## src/rtl/prefetch_pc_gen_pkg.sv

```systemverilog
// prefetch_pc_gen_pkg: shared state encodings and defaults for the prefetch PC generator.
package prefetch_pc_gen_pkg;

    typedef enum logic [1:0] {
        PREPC_IDLE = 2'd0,
        PREPC_REQ  = 2'd1,
        PREPC_WAIT = 2'd2
    } prepc_state_e;

    localparam int          PREPC_ADDR_W  = 64;
    localparam logic [63:0] PREPC_PC_INIT = 64'h8000_0000;
    localparam int          PREPC_PERF_W  = 32;

endpackage

```

## src/rtl/jump_addr_fifo.sv

```systemverilog
// jump_addr_fifo: small synchronous FIFO of jump targets with wrap-bit pointers.
// Head data is read combinationally from storage; any DEPTH >= 1 is supported.
module jump_addr_fifo #(
    parameter int WIDTH = 64,
    parameter int DEPTH = 2
) (
    input  logic             Clk,
    input  logic             Rst,
    input  logic [WIDTH-1:0] WData,
    input  logic             WInc,
    output logic             WFull,
    output logic [WIDTH-1:0] RData,
    input  logic             RInc,
    output logic             REmpty
);

    localparam int IW = DEPTH > 1 ? $clog2(DEPTH) : 1;

    logic [WIDTH-1:0] mem_q [2**IW];
    logic [IW:0]      wptr_q, wptr_d, rptr_q, rptr_d;

    // Index wraps at DEPTH (not 2**IW) so non-power-of-two depths work; the top bit flips per lap.
    function automatic logic [IW:0] nxt(input logic [IW:0] p);
        return (p[IW-1:0] == IW'(DEPTH - 1)) ? {~p[IW], {IW{1'b0}}} : p + (IW+1)'(1);
    endfunction

    assign WFull  = (wptr_q[IW-1:0] == rptr_q[IW-1:0]) && (wptr_q[IW] != rptr_q[IW]);
    assign REmpty = wptr_q == rptr_q;
    assign RData  = mem_q[rptr_q[IW-1:0]];
    assign wptr_d = (WInc && !WFull) ? nxt(wptr_q) : wptr_q;
    assign rptr_d = (RInc && !REmpty) ? nxt(rptr_q) : rptr_q;

    always_ff @(posedge Clk or posedge Rst) begin
        if (Rst) begin
            wptr_q <= '0;
            rptr_q <= '0;
        end else begin
            wptr_q <= wptr_d;
            rptr_q <= rptr_d;
        end
    end

    always_ff @(posedge Clk) begin
        if (WInc && !WFull) mem_q[wptr_q[IW-1:0]] <= WData;
    end

endmodule

```

## src/rtl/prefetch_pc_gen.sv

```systemverilog
// prefetch_pc_gen: blocking fetch-request generator with a queued-jump redirect FIFO.
// Perf counters are built only when ANFIELD_PREPC_PERF_EN is defined.
module prefetch_pc_gen
    import prefetch_pc_gen_pkg::*;
#(
    parameter int                ADDR_W      = PREPC_ADDR_W,
    parameter int                FETCH_BYTES = 4,
    parameter int                JUMP_DEPTH  = 2,
    parameter logic [ADDR_W-1:0] PC_INIT     = ADDR_W'(PREPC_PC_INIT)
) (
    input  logic                    Clk,
    input  logic                    Rst,
    input  logic                    JumpValid,
    input  logic [ADDR_W-1:0]       JumpAddr,
    output logic                    JumpReady,
    input  logic                    CacheFull,
    output logic                    ReqValid,
    output logic [ADDR_W-1:0]       ReqAddr,
    input  logic                    ReqReady,
    input  logic                    RespValid,
    output logic                    JumpPending,
    output logic [PREPC_PERF_W-1:0] PerfReqCnt,
    output logic [PREPC_PERF_W-1:0] PerfJumpCnt
);

    localparam logic [ADDR_W-1:0] STRIDE = ADDR_W'(FETCH_BYTES);
    localparam logic [ADDR_W-1:0] MASK   = ~(STRIDE - ADDR_W'(1));

    prepc_state_e      state_q, state_d;
    logic [ADDR_W-1:0] addr_q, addr_d, head;
    logic              req_valid_q, full, empty, pop;

    jump_addr_fifo #(.WIDTH(ADDR_W), .DEPTH(JUMP_DEPTH)) u_fifo (
        .Clk    (Clk),
        .Rst    (Rst),
        .WData  (JumpAddr & MASK),
        .WInc   (JumpValid && !full),
        .WFull  (full),
        .RData  (head),
        .RInc   (pop),
        .REmpty (empty)
    );

    assign JumpReady   = !full;
    assign JumpPending = !empty;
    assign ReqValid    = req_valid_q;
    assign ReqAddr     = addr_q;

    always_comb begin
        state_d = state_q;
        addr_d  = addr_q;
        pop     = 1'b0;
        case (state_q)
            PREPC_REQ: state_d = ReqReady ? PREPC_WAIT : PREPC_REQ;
            PREPC_WAIT: if (RespValid) begin
                pop     = !empty;
                addr_d  = empty ? addr_q + STRIDE : head;
                state_d = CacheFull ? PREPC_IDLE : PREPC_REQ;
            end
            // IDLE keeps the precomputed address unless a jump arrived meanwhile.
            default: if (!CacheFull) begin
                pop     = !empty;
                addr_d  = empty ? addr_q : head;
                state_d = PREPC_REQ;
            end
        endcase
    end

    always_ff @(posedge Clk or posedge Rst) begin
        if (Rst) begin
            state_q     <= PREPC_REQ;
            addr_q      <= PC_INIT;
            req_valid_q <= 1'b1;
        end else begin
            state_q     <= state_d;
            addr_q      <= addr_d;
            req_valid_q <= state_d == PREPC_REQ;
        end
    end

`ifdef ANFIELD_PREPC_PERF_EN
    logic [PREPC_PERF_W-1:0] req_cnt_q, jump_cnt_q;

    always_ff @(posedge Clk or posedge Rst) begin
        if (Rst) begin
            req_cnt_q  <= '0;
            jump_cnt_q <= '0;
        end else begin
            if (req_valid_q && ReqReady) req_cnt_q <= req_cnt_q + PREPC_PERF_W'(1);
            if (pop) jump_cnt_q <= jump_cnt_q + PREPC_PERF_W'(1);
        end
    end

    assign PerfReqCnt  = req_cnt_q;
    assign PerfJumpCnt = jump_cnt_q;
`else
    assign PerfReqCnt  = '0;
    assign PerfJumpCnt = '0;
`endif

endmodule

```

## config.mk

```make
export PLATFORM = sky130hd
export DESIGN_NAME = prefetch_pc_gen
export DESIGN_NICKNAME = d
export VERILOG_FILES = /design/src/rtl/prefetch_pc_gen_pkg.sv /design/src/rtl/jump_addr_fifo.sv /design/src/rtl/prefetch_pc_gen.sv
export SDC_FILE = /design/constraint.sdc
export NUM_CORES = 1
export LEC_CHECK = 0
export BUFFER_PORTS_ARGS = -buffer_cell sky130_fd_sc_hd__buf_2
export CAP_MARGIN = 20
export CORE_ASPECT_RATIO = 0.5
export CORE_UTILIZATION = 45
export CTS_BUF_LIST = sky130_fd_sc_hd__clkbuf_4 sky130_fd_sc_hd__clkbuf_8
export CTS_CLUSTER_DIAMETER = 50
export DETAILED_ROUTE_END_ITERATION = 8
export PLACE_DENSITY = 0.69
export SYNTH_ARGS = -nofsm -noshare
export SYNTH_HDL_FRONTEND = slang
export SYNTH_HIERARCHICAL = 1
export SYNTH_SLANG_ARGS = --single-unit
```

## constraint.sdc

```tcl
create_clock -name Clk -period 12.6 [get_ports Clk]
set_input_delay 0.63 -clock Clk [delete_from_list [all_inputs] [get_ports Clk]]
set_output_delay 0.63 -clock Clk [all_outputs]
set_load 0.01 [all_outputs]
```

== Word level (Yosys, flattened, before mapping) ==
Memories as Yosys holds them, arrays and structs flattened.
Index checks and enable logic that the tools add are counted.
Word-level totals
  flip-flop bits (word level): 71
  latch bits: 0
  memory bits (writable): 124
  memory bits (read-only): 0
  input port bits: 70
  output and inout bits: 131
  memories: 1
Operators by class
  add/sub/neg operators: 3
  $mul: 0
  divide/modulo/power cells: 0
  magnitude comparators: 0
  equality and inequality tests: 9
  shift operators: 0
  mux-type cells: 17
  bitwise operators: 3
  reduce and logical (&&, ||, !) cells: 7
Memory list
  u_fifo.mem_q: words 2, width 62, rd ports 1, clocked after memory_dff 0, write ports 1, line jump_addr_fifo.sv:19  | logic [WIDTH-1:0] mem_q [2**IW];
Operator list (number)
  two-way mux 64 bit: 4
  case mux 64 bit (2 select lines): 1
  adder 64 x 3 -> 64 bit, second input constant: 1
  two-way mux 2 bit: 5
  two-way mux 1 bit: 5
  adder 2 x 1 -> 2 bit, second input constant: 2
  equality test 2 x 1 -> 1 bit, second input constant: 2
  logical AND 1 bit: 4
  inequality test 2 x 1 -> 1 bit, second input constant: 2
  case mux 2 bit (2 select lines): 1
  AND reduction 4 bit: 1
  NOT 1 bit: 3
  equality test 2 bit: 1
  equality test 2 bit, second input constant: 1
  zero test 1 bit: 2
  inequality test 2 bit, second input constant: 1
  case mux 1 bit (2 select lines): 1
  equality test 1 bit: 1
  inequality test 1 bit: 1

== Logic depth before layout (Yosys ltp) ==
  depth in word-level cells: 7
  mapped depth: 13
  depth with buffers taken out: 8

== Hierarchy ==
The synthesis kept the hierarchy.
By module, submodules not included
  prefetch_pc_gen: times used 1, cells an instance 663, area each 5228.8 um^2
  jump_addr_fifo: times used 1, cells an instance 226, area each 4855.9 um^2

== Worst setup path before layout ==
OpenSTA, ideal clock, no wires.
  path type: flip-flop to flip-flop
  from: register u_fifo.rptr_q[0]
  to: memory u_fifo/mem_q[1][0] (netlist bit), enable pin
  library setup time: 0.507 ns
  data arrival time: 4.336 ns
  required time: 12.093 ns
  path slack: 7.757 ns
  cell stages (with the launch flop): 8
  buffers on the path: 2
  period minus slack after synthesis: 4.843 ns
  cells stage by stage: dfrtp_1 > buf_2 > buf_2 > xor2_1 > nor2_1 > nor2b_1 > nand2_1 > a21oi_1
Between the ends
  longest elaborated chain between the ends: 7
RTL lines
  from (decl): line jump_addr_fifo.sv:20  | logic [IW:0] wptr_q, wptr_d, rptr_q, rptr_d;
  from (signal assigned): line jump_addr_fifo.sv:39  | rptr_q <= rptr_d;
  equality test 1 bit (*): line jump_addr_fifo.sv:27  | assign WFull = (wptr_q[IW-1:0] == rptr_q[IW-1:0]) && (wptr_q[IW] != rptr_q[IW]);
  logical AND 1 bit (*): line jump_addr_fifo.sv:27
  via full: line prefetch_pc_gen.sv:31  | logic req_valid_q, full, empty, pop;
  zero test 1 bit (*): line jump_addr_fifo.sv:44, prefetch_pc_gen.sv:37
  logical AND 1 bit: line prefetch_pc_gen.sv:37  | .WInc (JumpValid && !full),
  logical AND 1 bit (*): line jump_addr_fifo.sv:44  | if (WInc && !WFull) mem_q[wptr_q[IW-1:0]] <= WData;
  two-way mux 1 bit (*): line jump_addr_fifo.sv:44
  two-way mux 1 bit (implied by the code) (*): line jump_addr_fifo.sv:44
  to (decl): line jump_addr_fifo.sv:19
The timed path passes the listed nets; every way through them passes the cells marked *.

== Worst setup path in the final report ==
  from: register u_fifo.rptr_q[1]
  to: register addr_q[63], in the netlist ReqAddr[63]
Between the ends
  longest elaborated chain between the ends: 4
  elaborated cells between the ends (all ways): 6
RTL lines
  equality test 2 bit (*): line jump_addr_fifo.sv:28  | assign REmpty = wptr_q == rptr_q;
  via empty: line prefetch_pc_gen.sv:31
  two-way mux 64 bit: line prefetch_pc_gen.sv:57  | addr_d = empty ? addr_q + STRIDE : head;
  two-way mux 64 bit: line prefetch_pc_gen.sv:55  | PREPC_WAIT: if (RespValid) begin
  case mux 64 bit (2 select lines): line prefetch_pc_gen.sv:53  | case (state_q)
  to (signal assigned): line prefetch_pc_gen.sv:76  | addr_q <= addr_d;
  to (decl): line prefetch_pc_gen.sv:30  | logic [ADDR_W-1:0] addr_q, addr_d, head;
The timed path passes the listed nets; every way through them passes the cells marked *. The select of a mux whose other input is x is not followed.
A chain may end at the register's enable or synchronous reset.

==> results.sh <==
export IMPL_clock_sinks=199
export IMPL_hold_class="in -> async"
export IMPL_grt_max_degree=72
export IMPL_crit_slowest_cell="buf_4"
export IMPL_drive_gt1_share_pct=26.61
export IMPL_critPathBufInv=2
export IMPL_dpl_cell_area_um2=10810
export IMPL_stdcell_count=1325
export IMPL_wl_per_cell_um=20.07
export IMPL_reg2regPathDepth=9
export IMPL_gp_congestion=0.8793
export IMPL_syn_cell_area_um2=10080
export IMPL_rsz0062_at_grt="false"
export IMPL_placed_cells=1290
export IMPL_start_kind="flip-flop"
export IMPL_grt_use_met3_pct=5.659
export IMPL_crit_path_cell_trace="xor2_1, nor2_1, buf_4, or3_1, a21oi_4, buf_4, nand3_1, or3_1, a211oi_1"
export IMPL_crit_family="simple AND/OR/NAND/NOR gates"
export IMPL_dr_pass1_iters=5
export IMPL_ctsHtreeMaxLevel=4
export IMPL_synth_xor_area_share_pct=0.3350
export IMPL_critPathKind="reg -> reg"
export IMPL_nets=1082
export IMPL_area_growth_pct=11.03
export IMPL_ys_warn_count=6
export IMPL_post_cts_buffers=0
export IMPL_clk_pin_slew_worst_paths_ns=0.10
export IMPL_power_density_nw_per_um2=249.7
export IMPL_root_buffer="clkbuf_8"
export IMPL_finalSetupViolCount=0
export IMPL_cts_tree="built"
export IMPL_cts_hold_buf=0
export IMPL_clk_latency_ns=0.48
export IMPL_synthMostInstantiatedCell="edfxtp_1"
export IMPL_p_leak_uw=0.004226
export IMPL_use_met1_pct=34.45
export IMPL_tns_ns=0
export IMPL_vdd_drop_max_mv=0.1199
export IMPL_outcome="completed"
export IMPL_placeableCoreArea_um2=21820
export IMPL_die_y_um=107.9
export IMPL_cts_resized=0
export IMPL_gr_max_usage_layer="met2"
export IMPL_crit_required_ns=12.99
export IMPL_synthSimpleGateAreaFrac_pct=17.21
export IMPL_async_reset_ff_share_pct=35.68
export IMPL_avgSynthCellArea_um2=11.34
export IMPL_yosys_area_top_type_share_pct=38.11
export IMPL_clk_path_buf_depth=2
export IMPL_crit_cells=9
export IMPL_drtIter0Drc=1044
export IMPL_grt_overflow_total=0
export IMPL_crit_path_end_kind="flip-flop"
export IMPL_fin_skew_ns=0.01407
export IMPL_grt_pass1_wl_um=41140
export IMPL_worstPathMaxFanout=63
export IMPL_synth_top_area_cell="edfxtp_1"
export IMPL_synthFlopType="edfxtp_1"
export IMPL_gr_usage_all_layers_pct=23.66
export IMPL_die_width_um=213.7
export IMPL_min_period_ns=3.396
export IMPL_synth_edf_count=128
export IMPL_synth_compound_area_share_pct=10.58
export IMPL_drc_errors=0
export IMPL_synthAdderAreaFrac_pct=0.3722
export IMPL_design_area_um2=11200
export IMPL_die_area_um2=23050
export IMPL_grt_pass1_vias=7038
export IMPL_arrival_ns=3.79
export IMPL_ioPinCount=201
export IMPL_holdWs_ns=0.03569
export IMPL_ys_top_cells_by_count="128 x edfxtp_1, 71 x nand2_1, 68 x dfrtp_1"
export IMPL_synth_top_family_by_area="simple AND/OR/NAND/NOR gates"
export IMPL_slowest_delay_ns=0.56
export IMPL_viasPerCell=5.835
export IMPL_syn_instance_count=889
export IMPL_worstMarginPinSlew_ns=1.010
export IMPL_num_vias=7732
export IMPL_drv_slew=0
export IMPL_synthDistinctLibCells=75
export IMPL_finalHoldViolCount=0
export IMPL_hpwlAfterDp_um=17720
export IMPL_grt_use_met2_pct=34.72
export IMPL_maxCapViolCount=0
export IMPL_synthMuxAreaShare_pct=8.164
export IMPL_fmax_ghz=0.2945
export IMPL_fp_row_count=38
export IMPL_grt_antenna_before_repair=5
export IMPL_period_share_pct=26.95
export IMPL_yosys_top_cells_area="edfxtp_1 38%, dfrtp_1 17%, mux2_2 7.4%"
export IMPL_numCtsBuffers=17
export IMPL_fill_cells=1917
export IMPL_portBuffers=134
export IMPL_slew_headroom_pct=32.65
export IMPL_initial_core_util_pct=46.21
export IMPL_drtAntennaViolNets=0
export IMPL_synth_seq_cells=199
export IMPL_totalWireLength_um=26590
export IMPL_yosysSeqAreaShare_pct=55.77
registers in the layout (all words and copies together) (netlist names):
name           flops
u_fifo/rptr_q      2
state_q            2
u_fifo/wptr_q      2
ReqValid           1
ReqAddr           64
u_fifo/mem_q     128
layout make-up:
class / count / area [µm²] / area share (%)
flip-flops and latches: 199 / 5625 / 50.24
multi-input cells: 629 / 3993 / 35.66
repair buffers: 146 / 760.7 / 6.794
well taps: 300 / 375.4 / 3.352
clock buffers: 17 / 234.0 / 2.090
clock inverters: 15 / 141.4 / 1.263
inverters: 16 / 60.06 / 0.5364
diodes: 3 / 7.507 / 0.06705
power breakdown:
part	leakage [µW]	internal [µW]	switching (µW)
Clock	0.000188	144	249
Sequential	0.00200	976	212
Combinational	0.00204	463	751
Total	0.00423	1580	1210
layer usage:
metal | vias to the layer above | part of all wire [%]
li1 | 3509 | -
met1 | 3788 | 45
met2 | 385 | 44
met3 | 46 | 8.4
met4 | 4 | 2.2
met5 | - | 0.068
placed cells by master, fill, tap and decap left out, types with 6 or more instances in the layout:
cell type,count
buf_2,134
edfxtp_1,128
nand2_1,71
conb_1,68
dfrtp_1,67
mux2_2,66
nor2_1,51
nand3_1,43
nand4_1,42
o21ai_0,38
a21oi_1,35
nor3_1,23
nor4_1,21
clkbuf_8,17
inv_1,15
or3_1,14
buf_4,12
and3_1,11
o22ai_1,9
mux2i_1,8
a22oi_1,7
a221o_1,7
a2bb2oi_1,7
o211ai_1,6
and2_1,6
cells by family (layout without fill, tap and decap cells):
group | count (synthesis) | in the layout
AND/OR/NAND/NOR | 321 | 321
flip-flops | 199 | 199
AO/OA/AOI/OAI | 160 | 160
buffers and inverters | 128 | 194
multiplexers | 74 | 74
adder cells (fa/ha/maj) | 3 | 3
XOR/XNOR | 3 | 3
other | 1 | 71
per-stage QoR:
stage / util, % / setup slack [ns] / total power [µW]
after global placement: 49.55 / 9.369 / 2357
after global routing: 51.27 / 9.036 / 2966
after floorplan: - / 7.757 / 1993
after CTS: 51.27 / 9.299 / 2792
after detailed placement: 49.55 / 9.348 / 2400
final: 51.31 / 9.204 / 2796
final timing paths:
kind	startpoint	endpoint	slack (ns)
max in group asynchronous	Rst	ReqAddr[26]$_DFFE_PP0P_	11.55
hold reg to reg	ReqAddr[1]$_DFFE_PP0P_	ReqAddr[1]$_DFFE_PP0P_	0.50
setup reg to reg	u_fifo/rptr_q[1]$_DFFE_PP0P_	ReqAddr[63]$_DFFE_PP0P_	9.20
min in group Clk	JumpAddr[12]	u_fifo/mem_q[0][12]$_DFFE_PP_	0.33
hold / removal	Rst	u_fifo/rptr_q[0]$_DFFE_PP0P_	0.04
setup / recovery	u_fifo/rptr_q[1]$_DFFE_PP0P_	ReqAddr[63]$_DFFE_PP0P_	9.20
Power figures use the tool's default switching activity.
